### src/rtl/div_4bit_pkg.sv
// Shared definitions for the arithmetic labs:
// operand width, iteration count and FSM states.
package div_4bit_pkg;

  localparam int DIV_WIDTH = 4;
  localparam int DIV_ITERS = 4;
  localparam int CNT_W     = $clog2(DIV_ITERS);

  typedef enum logic [1:0] {
    IDLE = 2'd0,
    CALC = 2'd1,
    DONE = 2'd2
  } state_t;

endpackage

### src/rtl/div_4bit_sub.sv
// Trial subtractor for the divider:
// x - y with a borrow-out when x < y.
module sub_5bit #(
  parameter int W = 5
) (
  input  logic [W-1:0] x,
  input  logic [W-1:0] y,
  output logic [W-1:0] d,
  output logic         bout
);

  // widen by one bit so the top bit carries the borrow
  always_comb begin
    {bout, d} = {1'b0, x} - {1'b0, y};
  end

endmodule

### src/rtl/div_4bit.sv
// Sequential restoring divider, one quotient
// bit per clock, MSB first.
module div_4bit
  import div_4bit_pkg::*;
#(
  parameter int WIDTH = DIV_WIDTH
) (
  input  logic             clk,
  input  logic             rst_n,
  input  logic             start,
  input  logic [WIDTH-1:0] a,
  input  logic [WIDTH-1:0] b,
  output logic             busy,
  output logic             done,
  output logic [WIDTH-1:0] q,
  output logic [WIDTH-1:0] r,
  output logic             div_zero
);

  state_t           state;
  state_t           state_nxt;
  logic [WIDTH-1:0] dvd;
  logic [WIDTH-1:0] dvs;
  logic [WIDTH-1:0] quo;
  logic [WIDTH-1:0] quo_nxt;
  logic [WIDTH:0]   rem;
  logic [WIDTH:0]   shifted;
  logic [WIDTH:0]   diff;
  logic [WIDTH:0]   rem_nxt;
  logic             borrow;
  logic [CNT_W-1:0] cnt;
  logic             last;

  sub_5bit #(
    .W (WIDTH + 1)
  ) u_sub (
    .x    (shifted),
    .y    ({1'b0, dvs}),
    .d    (diff),
    .bout (borrow)
  );

  // one restoring step: shift, trial subtract, keep or restore
  always_comb begin
    shifted = (WIDTH + 1)'({rem, dvd[WIDTH-1]});
    rem_nxt = borrow ? shifted : diff;
    quo_nxt = WIDTH'({quo, ~borrow});
    last    = (cnt == CNT_W'(DIV_ITERS - 1));
  end

  // next-state selection
  always_comb begin
    state_nxt = state;
    case (state)
      IDLE: begin
        if (start) begin
          state_nxt = (b == '0) ? DONE : CALC;
        end
      end
      CALC: begin
        if (last) begin
          state_nxt = DONE;
        end
      end
      DONE:    state_nxt = IDLE;
      default: state_nxt = IDLE;
    endcase
  end

  // state, datapath and registered outputs
  always_ff @(posedge clk) begin
    if (!rst_n) begin
      state    <= IDLE;
      busy     <= 1'b0;
      done     <= 1'b0;
      q        <= '0;
      r        <= '0;
      div_zero <= 1'b0;
      dvd      <= '0;
      dvs      <= '0;
      quo      <= '0;
      rem      <= '0;
      cnt      <= '0;
    end else begin
      state <= state_nxt;
      busy  <= (state_nxt == CALC);
      done  <= (state_nxt == DONE);
      case (state)
        IDLE: begin
          if (start) begin
            if (b != '0) begin
              dvd <= a;
              dvs <= b;
              quo <= '0;
              rem <= '0;
              cnt <= '0;
            end else begin
              q        <= '1;
              r        <= a;
              div_zero <= 1'b1;
            end
          end
        end
        CALC: begin
          dvd <= dvd << 1;
          rem <= rem_nxt;
          quo <= quo_nxt;
          cnt <= cnt + CNT_W'(1);
          if (last) begin
            q        <= quo_nxt;
            r        <= rem_nxt[WIDTH-1:0];
            div_zero <= 1'b0;
          end
        end
        default: ;
      endcase
    end
  end

endmodule
### config.mk
export PLATFORM = sky130hd
export DESIGN_NAME = div_4bit
export DESIGN_NICKNAME = d
export VERILOG_FILES = /design/src/rtl/div_4bit_pkg.sv /design/src/rtl/div_4bit_sub.sv /design/src/rtl/div_4bit.sv
export SDC_FILE = /design/constraint.sdc
export NUM_CORES = 1
export LEC_CHECK = 0
export BUFFER_PORTS_ARGS = -buffer_cell sky130_fd_sc_hd__buf_2
export CORE_MARGIN = 4
export CORE_UTILIZATION = 55
export CTS_CLUSTER_DIAMETER = 30
export DETAILED_ROUTE_END_ITERATION = 8
export GPL_TIMING_DRIVEN = 0
export HOLD_SLACK_MARGIN = 0.02
export PLACE_DENSITY_LB_ADDON = 0.08
export SYNTH_ARGS = -nofsm -noshare
export SYNTH_HDL_FRONTEND = slang
export SYNTH_SLANG_ARGS = --single-unit
### constraint.sdc
create_clock -name clk -period 5.3 [get_ports clk]
set_input_delay 0.265 -clock clk [delete_from_list [all_inputs] [get_ports clk]]
set_output_delay 0.265 -clock clk [all_outputs]
set_load 0.01 [all_outputs]
==> results of run 1 <==
-- layout by cell type (no fill, tap or decap), drive strengths merged, types with 4 or more instances in the layout --
| cell type | n |
|---|---|
| dfxtp | 30 |
| buf | 23 |
| nand2 | 22 |
| clkbuf | 10 |
| nor2b | 8 |
| o211a | 8 |
| a21boi | 8 |
| o21ai | 6 |
| a22oi | 6 |
| inv | 5 |
| nor2 | 5 |
| nand3 | 5 |
| a31oi | 5 |
| ha | 5 |
| and2 | 4 |
-- per-stage QoR --
| stage | hold slack, ns | std cells | power, mW |
|---|---|---|---|
| floorplan | 0.408 | 146 | 0.311 |
| global placement | 0.457 | 194 | 0.331 |
| detailed placement | 0.458 | 194 | 0.334 |
| CTS | 0.188 | 201 | 0.521 |
| global route | 0.194 | 201 | 0.545 |
| finish | 0.197 | 201 | 0.518 |
-- worst reg2reg max path: cells and delay by family, from the launching register on --
kind	cells	cell delay [ns]
flip-flops	1	0.36
AO/OA/AOI/OAI	3	0.46
adder cells (fa/ha/maj)	1	0.28
AND/OR/NAND/NOR	2	0.73
buffers and inverters	1	0.08
-- worst min-delay path by stage --
stage,start,to,slack (ns),cells past startpoint
6_report,a[0],r[0]$_SDFFE_PN0P_,0.20,3
5_1_grt,a[0],dvd[0]$_SDFFE_PN0P_,0.19,3
4_1_cts,a[0],r[0]$_SDFFE_PN0P_,0.19,3
3_5_place_dp,dvd[0]$_SDFFE_PN0P_,dvd[0]$_SDFFE_PN0P_,0.46,2
3_3_place_gp,dvs[2]$_SDFFE_PN0P_,dvs[2]$_SDFFE_PN0P_,0.46,2
2_1_floorplan,a[0],r[0]$_SDFFE_PN0P_,0.41,2
-- routing by layer --
metal  up-vias  global-route usage (%)  share of wire [%]
li1        574                       -                  -
met1       557                    21.2                 45
met2        29                    32.9                 47
met3        12                    5.12                4.8
met4         0                    12.6                3.4
met5         -                       0                  0
-- power by group --
part,leakage (nW),internal (mW),switching (mW)
combinational,0.435,0.0370,0.0468
clock,0.0443,0.110,0.0777
sequential,0.245,0.238,0.00872
-- state kept, by name, summed over array words and instances, names as in the netlist --
name and cells:
dvd 4, dvs 4, q 4, r 4
rem 4, quo 3, cnt 2, state 2
busy 1, div_zero 1, done 1
-- logic make-up after synthesis --
group                    share of synthesized area [%]
AO/OA/AOI/OAI                                     23.7
adder cells (fa/ha/maj)                           6.03
AND/OR/NAND/NOR                                   21.6
XOR/XNOR                                         0.640
buffers and inverters                             4.20
flip-flops                                        43.9
-- area by class of cell --
type / instances / area share, %
Multi-Input combinational cell: 104 / 44.8
Inverter: 5 / 1.18
Clock buffer: 6 / 3.24
Clock inverter: 1 / 1.89
Tap cell: 28 / 2.21
Timing Repair Buffer: 20 / 6.31
Buffer: 7 / 2.45
Sequential cell: 30 / 37.9
==> impl_results.md, run 1 <==
* Die height at 57.9 um
* Clock Tree Root: clkbuf_4
* Fin crit period at about 2.0 ns
* Static leakage at 0.724 nW
* Post-route setup slack at 3.25 ns
* # diodes at 0
* Initial core utilization at just under 60%
* Critical Path RT at roughly 5.5 ns
* # DRC at 0
* CTS tree: built
* Pwr Density at 326 nW/um2
* Ports at 22
* Routed wire length at 2.92 mm
* Cell family with most CP delay: simple AND/OR/NAND/NOR gates
* CP Data Arrival Time at about 2.2 ns
* Synthesized area per cell at ~9.4 um2
* Via count at 1172
* Cell area after synthesis at 1370 um2
* Critical Path, Cell by Cell: inv_1, ha_1, nor2b_1, o21ai_0, or4b_2, o311ai_0, a31oi_1
* Post-CTS Setup Bufs at 0
* Die area at about 3400 um2
* Slew @ Worst Pin at between 0.6 and 0.7 ns
* Routed length per instance at approximately 15 um
* Stages on the worst setup path at 7
* Worst setup startpoint: dvs[1]$_SDFFE_PN0P_
* Worst-path fanout max at 2
* Top post-synthesis cells by count: 30 x dfxtp_1, 22 x nand2_1, 8 x nor2b_1, 8 x o211a_1
* FP Rows at 17
* YS warnings at 0
* Register area at 601 um2
* Worst skew pair latency at 0.33 ns
* Global route overflow at 0
* Max cap viols at 0
* Core area at 2300 um2
* DR iter-0 viols at 53
* Outcome: complete, no violations
* Synth area leader: dfxtp_1
* Sum Neg Setup Slack at 0 ns
* Setup repair after global routing missed its margin: no
* DR pass1 iterations at 4
* Worst-path clk slew at 0.10 ns
* Die width at 57.9 um
* Worst r2r dst: r[3]$_SDFFE_PN0P_
* Largest net degree at the start of global routing at 11
* Fin area at 1590 um2
* Worst r2r src: dvs[1]$_SDFFE_PN0P_
* Vias in the first global route at 1190
* Post-synth net total at ~160
* Vias/cell at 5.83
* Layout cell share with drive strength beyond 1 at about 22%
* Top FF cell, synth: dfxtp_1
* Worst vdd ir at between 0.0002 and 0.00025 V
* Multi-input gate area at approximately 700 um2
* CTS Buf Count at 5
* Post-synth ARST share at 0%
* Cell with the most instances after synthesis: dfxtp_1
* FILL cells at 195
* CP startpoint kind: register
* Slew headroom at 57.3%
* Clk_skew at roughly 0.0096 ns
* Buf/Inv on CP at 1
* Buffers on Ports at 20
* Post-synthesis cell count at 146
* Largest cells by area after synthesis: dfxtp_1 44%, nand2_1 6.0%, o211a_1 5.9%
* Critical Path End Type: register
* Post-synth top area share at 43.9%
* Seq/Total Area, Yosys at a little over two fifths
* CTS Hold Bufs at 0
* R2r setup slk at about 3.3 ns
* Max stage delay cell, worst path: or4b_2
* Worst slack, placed at 3.27 ns
* Worst hold path type: input pin to register
* Fin util at 69.0%
* Area growth syn-to-layout at 15.8%
* CP Class: register to register
* Fmax at 0.488 GHz
* Hpwl dp at 2.09 mm
* Gr usage total at 19.4%
* Placed cell area at 1500 um2
* Initial antenna violation count at 0
* CTS max path bufs at 2
* First-pass GRT wire length at 4.95 mm
* FF+latch count, synth at 30
* Final hold viol count at 0
* Clock Sinks at 30
* Max-slew violation count at 0
* Post-synth EDFFs at 0
* Nets at 190
* H-tree depth at 2
* Post_cts resized at 0
* Antenna Nets Post-Route at 0
* GP Congestion at 0.766
* Max stage delay on crit path at 0.59 ns
* Setup violations, final at 0
* Worst setup path end: r[3]$_SDFFE_PN0P_
* Yosys cell types at 37
* Reg2Reg Depth at 7
* Final worst-path cycle share at 38.6%
Power figures use the tool's default switching activity.
==> run 2, diff against run 1 <==
--- a/config.mk
+++ b/config.mk
@@ -7,7 +7,7 @@
 export LEC_CHECK = 0
 export BUFFER_PORTS_ARGS = -buffer_cell sky130_fd_sc_hd__buf_2
 export CORE_MARGIN = 4
-export CORE_UTILIZATION = 55
+export CORE_UTILIZATION = 49
 export CTS_CLUSTER_DIAMETER = 30
 export DETAILED_ROUTE_END_ITERATION = 8
 export GPL_TIMING_DRIVEN = 0
==> constraint.sdc (replaced) <==
create_clock -name clk -period 1.85 [get_ports clk]
set_input_delay 0.0925 -clock clk [delete_from_list [all_inputs] [get_ports clk]]
set_output_delay 0.0925 -clock clk [all_outputs]
set_load 0.01 [all_outputs]
==> run 2 against run 1 <==
Net effect: flip-flop and latch count stayed put; via count is 0.85% higher; largest power group unchanged; critical path depth is 1 higher; total power grew to 2.7 times the previous value; largest cell class unchanged; non-clock buffer count is 2 higher; maximum frequency is 12% higher; register-to-register slack worse by 3.2 ns; global-route usage is 0.18 points lower; setup slack worse by 3.2 ns; sequential share of layout area is 1.2 points lower; combinational power grew to 3.6 times the previous value.
==> impl_results.md, run 2 (synthesis gave the netlist of run 1 again) <==
* Hold path startpoint: a[0]
* Max cap viols at 0
* DR pass1 iterations at 6
* CP startpoint kind: register
* Routed length per instance at 15.0 um
* Layout cell share with drive strength beyond 1 at 28.4%
* Die area at 3700 um2
* Critical Path RT at 2.05 ns
* Outcome: complete, no violations
* Pwr Density at ~860 nW/um2
* Clock Sinks at 30
* Worst-path clk slew at approximately 0.1 ns
* Core area at approximately 2600 um2
* Critical Path End Type: register
* Clock Tree Root: clkbuf_4
* Hold Path Cell Cnt at 3
* Setup repair after global routing missed its margin: yes
* Commonest non-fill, non-tap cell in the layout: dfxtp_1
* Initial core utilization at a little over half
* Fmax at 0.549 GHz
* Worst vdd ir at 0.000771 V
* Static leakage at 0.747 nW
* Slew @ Worst Pin at 0.640 ns
* Buffers on Ports at 20
* Via count at 1182
* Final hold viol count at 0
* CTS max path bufs at 2
* Gr usage total at 19.2%
* Worst hold path type: input pin to register
* CP Data Arrival Time at just over 2 ns
* FILL cells at 218
* Die width at slightly above 60 um
* Slew headroom at 57.2%
* Ports at 22
* DR iter-0 viols at 63
* CTS Buf Count at 5
* GP Congestion at 0.769
* Nets at 192
* H-tree depth at 2
* First-pass GRT wire length at slightly above 5 mm
* Vias in the first global route at approximately 1.1k
* Area growth syn-to-layout at 20.5%
* Fin util at 64.2%
* Worst setup startpoint: dvd[3]$_SDFFE_PN0P_
* Antenna Nets Post-Route at 0
* Fin crit period at between 1.5 and 2 ns
* Hpwl dp at 2.13 mm
* Most frequent cells in the layout: 27 x dfxtp_1, 22 x nand2_1, 21 x buf_2
* Clk_skew at 0.0110 ns
* Initial antenna violation count at 0
* Vias/cell at 5.74
* Worst skew pair latency at 0.33 ns
* Reg2Reg Depth at 8
* Routed wire length at 3.10 mm
* FP Rows at 18
* CTS tree: built
* Setup violations, final at 0
* CP Class: register to register
* # diodes at 0
* Worst-path fanout max at 3
* Worst r2r src: dvd[3]$_SDFFE_PN0P_
* Largest net degree at the start of global routing at 11
* Final worst-path cycle share at 98.4%
* CTS Hold Bufs at 0
* # DRC at 0
* Global route overflow at 0
* Die height at 60.9 um
* Sum Neg Setup Slack at 0 ns
* Max-slew violation count at 0
## run 2: changes by cell type in the layout (fill, tap and decap cells not counted), sizes merged
cell | previous run | this run
clkbuf | 10 | 11
buf | 23 | 25
clkinv | 0 | 1
bufinv | 1 | 0
## run 2: power breakdown
| group | switching (mW) | internal, mW | leakage, nW | total, mW |
|---|---|---|---|---|
| registers | 0.0272 | 0.682 | 0.246 | 0.709 |
| clock network | 0.221 | 0.184 | 0.0353 | 0.405 |
| logic | 0.157 | 0.144 | 0.466 | 0.301 |
| total | 0.405 | 1.01 | 0.747 | 1.41 |
## run 2: critical path, cell delays in order, from the launching register on
cell      delay, ns
dfxtp_1        0.34
inv_1          0.06
ha_1           0.22
inv_1          0.08
fa_1           0.38
xnor2_1        0.23
o31ai_2        0.11
o211ai_1       0.16
a31oi_1        0.11
## run 2: metal layers
metal | up-vias | part of all wire (%) | track usage, %
li1 | 585 | - | -
met3 | 8 | 4.6 | 6.17
met5 | - | 0 | 0
met1 | 565 | 46 | 23.4
met4 | 0 | 2.3 | 11.1
met2 | 24 | 47 | 29.8
## run 2: cell type report
| type | count | area [um2] | area share [%] |
|---|---|---|---|
| plain buffers | 7 | 38.8 | 2.35 |
| clock buffers | 7 | 55.1 | 3.34 |
| clock inverters | 1 | 5.00 | 0.303 |
| inverters | 5 | 18.8 | 1.14 |
| multi-input cells | 104 | 774 | 47.0 |
| flip-flops and latches | 30 | 604 | 36.6 |
| well taps | 30 | 37.5 | 2.28 |
| repair buffers | 22 | 115 | 6.98 |
## run 2: timing repair
action | CTS | global route
pin swaps | 4 | 3
buffers inserted | 2 | 0
endpoints found under the hold margin | 0 | 0
gates resized for setup | 6 | 8
setup endpoints to repair | 4 | 8
## run 2: path summary, 6_finish.rpt
check | endpoint | slack (ns)
worst max-delay path | r[2]$_SDFFE_PN0P_ | 0.03
worst min register to register | dvd[0]$_SDFFE_PN0P_ | 0.48
worst min-delay path | dvd[0]$_SDFFE_PN0P_ | 0.04
worst max register to register | r[2]$_SDFFE_PN0P_ | 0.03
## run 2: metrics by stage
stage | hold slack, ns | setup slack, ns | cells | power, mW | area, um2
floorplan | 0.236 | 0.0200 | 146 | 0.892 | 1370
global placement | 0.365 | -0.0807 | 196 | 0.950 | 1510
detailed placement | 0.372 | -0.131 | 196 | 0.959 | 1510
CTS | 0.0229 | 0.0163 | 206 | 1.40 | 1620
global route | 0.0429 | -0.0619 | 206 | 1.48 | 1650
finish | 0.0384 | 0.0288 | 206 | 1.41 | 1650
==> run 3, diff against run 2 <==
--- a/config.mk
+++ b/config.mk
@@ -5,9 +5,10 @@
 export SDC_FILE = /design/constraint.sdc
 export NUM_CORES = 1
 export LEC_CHECK = 0
+export ABC_AREA = 1
 export BUFFER_PORTS_ARGS = -buffer_cell sky130_fd_sc_hd__buf_2
 export CORE_MARGIN = 4
-export CORE_UTILIZATION = 49
+export CORE_UTILIZATION = 50
 export CTS_CLUSTER_DIAMETER = 30
 export DETAILED_ROUTE_END_ITERATION = 8
 export GPL_TIMING_DRIVEN = 0
==> run 3 against run 2 <==
Net effect: sequential share of layout area fell by 2.4 points; total power rose by 8.4%; non-clock buffer count fell by 3; area after synthesis rose by 12%; count of clock-buffer cells in the layout stayed put; setup slack improved by 0.22 ns; global-route usage is 0.69 points lower; flip-flop and latch count unchanged; via count increased by 13%; final cell count is 26% higher; critical path depth unchanged.
==> impl_results.md, run 3 <==
* CTS max path bufs at 2
* Fin crit period at 1.60 ns
* Post-synth ARST share at 0%
* H-tree depth at 2
* Setup violations, final at 0
* Seq/Total Area, Yosys at 39.3%
* Pwr Density at a little under 900 nW/um2
* Top post-synthesis cells by count: 32 x inv_1, 32 x nand2_1, 30 x dfxtp_1
* Cell area after synthesis at approximately 1500 um2
* Gr usage total at 18.5%
* Non-filler cells, final at between 200 and 300
* Routed wire length at between 3 and 4 mm
* Worst-path clk slew at 0.09 ns
* Final hold viol count at 0
* Synthesized area per cell at 7.64 um2
* Static leakage at between 0.9 and 1 nW
* Inst Count DP at 251
* Slew @ Worst Pin at 0.290 ns
* Gate power share at 20.8%
* Largest net degree at the start of global routing at 11
* FF+latch count, synth at 30
* Vias in the first global route at 1352
* GP Congestion at 0.785
* Worst slack, placed at 0.230 ns
* Slew headroom at 80.6%
* Die area at 4010 um2
* Placed cell area at 1670 um2
* Clock Sinks at 30
* Initial core utilization at approximately 54%
* Die width at 63.3 um
* Final worst-path cycle share at between 80% and 90%
* Ports at 22
* Worst-path fanout max at 3
* Via count at approximately 1.3k
* Clock Tree Root: clkbuf_4
* CTS tree: built
* Switching power at 0.440 mW
* Max stage delay on crit path at roughly 0.48 ns
* Largest cells by area after synthesis: dfxtp_1 39%, inv_1 7.9%, nand2_1 7.9%
* CP Data Arrival Time at 1.84 ns
* Worst vdd ir at 0.000638 V
* CP Class: register to register
* Int Power at 1.09 mW
* Synth area leader: dfxtp_1
* CTS Buf Count at 5
* Post-synth net total at 217
* DR pass1 iterations at 5
* Core area at 2830 um2
* CP startpoint kind: register
* Top FF cell, synth: dfxtp_1
* Critical Path RT at 2.09 ns
* Switching Share at 28.7%
* DR iter-0 viols at 79
* Sum Neg Setup Slack at 0 ns
* Fmax at 0.624 GHz
* CP most frequent cell: inv_1
* Post-synth EDFFs at 0
* Fin area at 1750 um2
* Post-CTS Setup Bufs at 0
* Vias/cell at roughly 5.1
* Initial antenna violation count at 0
* FP Rows at 19
* Post-synth top area share at 39.3%
* Setup repair after global routing missed its margin: no
* Nets at 245
* YS warnings at 0
* Area growth syn-to-layout at 14.6%
* R2r setup slk at 0.25 ns
* Fin util at slightly above 60%
* Global route overflow at 0
* Clock power share at 32.6%
* Post-route setup slack at 0.247 ns
* Most frequent cells in the layout: 32 x inv_1, 32 x nand2_1, 30 x dfxtp_1
* Sequential power share at 46.6%
* Critical Path End Type: register
* # diodes at 0
* Worst hold path type: input pin to register
* Max cap viols at 0
* Antenna Nets Post-Route at 0
* Outcome: complete, no violations
* Max stage delay cell, worst path: fa_1
* Yosys cell types at 31
* Hpwl dp at 2.42 mm
* Buffers on Ports at 20
* Die height at 63.3 um
* First-pass GRT wire length at 5.88 mm
* Routed length per instance at 12.3 um
* Layout cell share with drive strength beyond 1 at 24.0%
* Critical Path, Cell by Cell: inv_1, ha_1, inv_1, fa_1, nand3_2, nand3_1, nand2_1, inv_1
* Max-slew violation count at 0
* # DRC at 0
* Clk_skew at roughly 0.0077 ns
* Worst skew pair latency at 0.33 ns
* Post-synthesis cell count at 200
run 3: power groups by stage:
stage               clock network (mW)  logic, mW  registers (mW)
floorplan                            0      0.241           0.729
global placement                     0      0.307           0.728
detailed placement                   0      0.315           0.730
CTS                              0.520      0.321           0.715
global route                     0.559      0.361           0.721
finish                           0.500      0.318           0.714
run 3: cell families after synthesis:
family / after synthesis / share of synthesized area (%)
xor gates and xnor gates: 1 / 0.573
DFF: 30 / 39.3
AOI/OAI and AO/OA: 28 / 11.5
adders and majority gates: 6 / 5.40
buffers and inverters: 43 / 12.5
and+or+nand+nor: 92 / 30.7
run 3: final timing paths:
check,start,to,depth (start not counted)
max reg2reg,dvd[3]$_SDFFE_PN0P_,r[1]$_SDFFE_PN0P_,8
max,dvd[3]$_SDFFE_PN0P_,r[1]$_SDFFE_PN0P_,8
min,b[3],dvs[3]$_SDFFE_PN0P_,3
min reg2reg,dvs[0]$_SDFFE_PN0P_,dvs[0]$_SDFFE_PN0P_,2
run 3: layer usage:
layer / share of wire, % / GRT usage [%]
met3: 4.5 / 4.97
met5: 0 / 0
met1: 43 / 20.2
met4: 1.8 / 7.28
met2: 51 / 33.9
run 3: worst max-delay path, delay by kind of cell (launching register included):
| family | cells | cell delay [ns] |
|---|---|---|
| buffers and inverters | 3 | 0.23 |
| AND/OR/NAND/NOR | 3 | 0.26 |
| adder cells (fa/ha/maj) | 2 | 0.66 |
| flip-flops | 1 | 0.37 |
run 3: metrics by stage:
step / power [mW] / hold slack (ns)
finish: 1.53 / 0.0497
detailed placement: 1.05 / 0.379
global route: 1.64 / 0.0489
global placement: 1.04 / 0.386
CTS: 1.56 / 0.0418
floorplan: 0.970 / 0.260
run 3: final cells by class:
type | instances | area, um2
buffer | 5 | 46.3
clock buffer | 7 | 45.0
clock inverter | 1 | 30.0
fill | 275 | 1080
inverter | 38 | 145
multi-input combinational | 127 | 737
sequential | 30 | 601
tap | 31 | 38.8
timing repair buffer | 21 | 110
run 3: what timing repair did:
item	CTS	global route
resized for setup	0	0
hold buffers	1	0
endpoints found under the hold margin	1	0
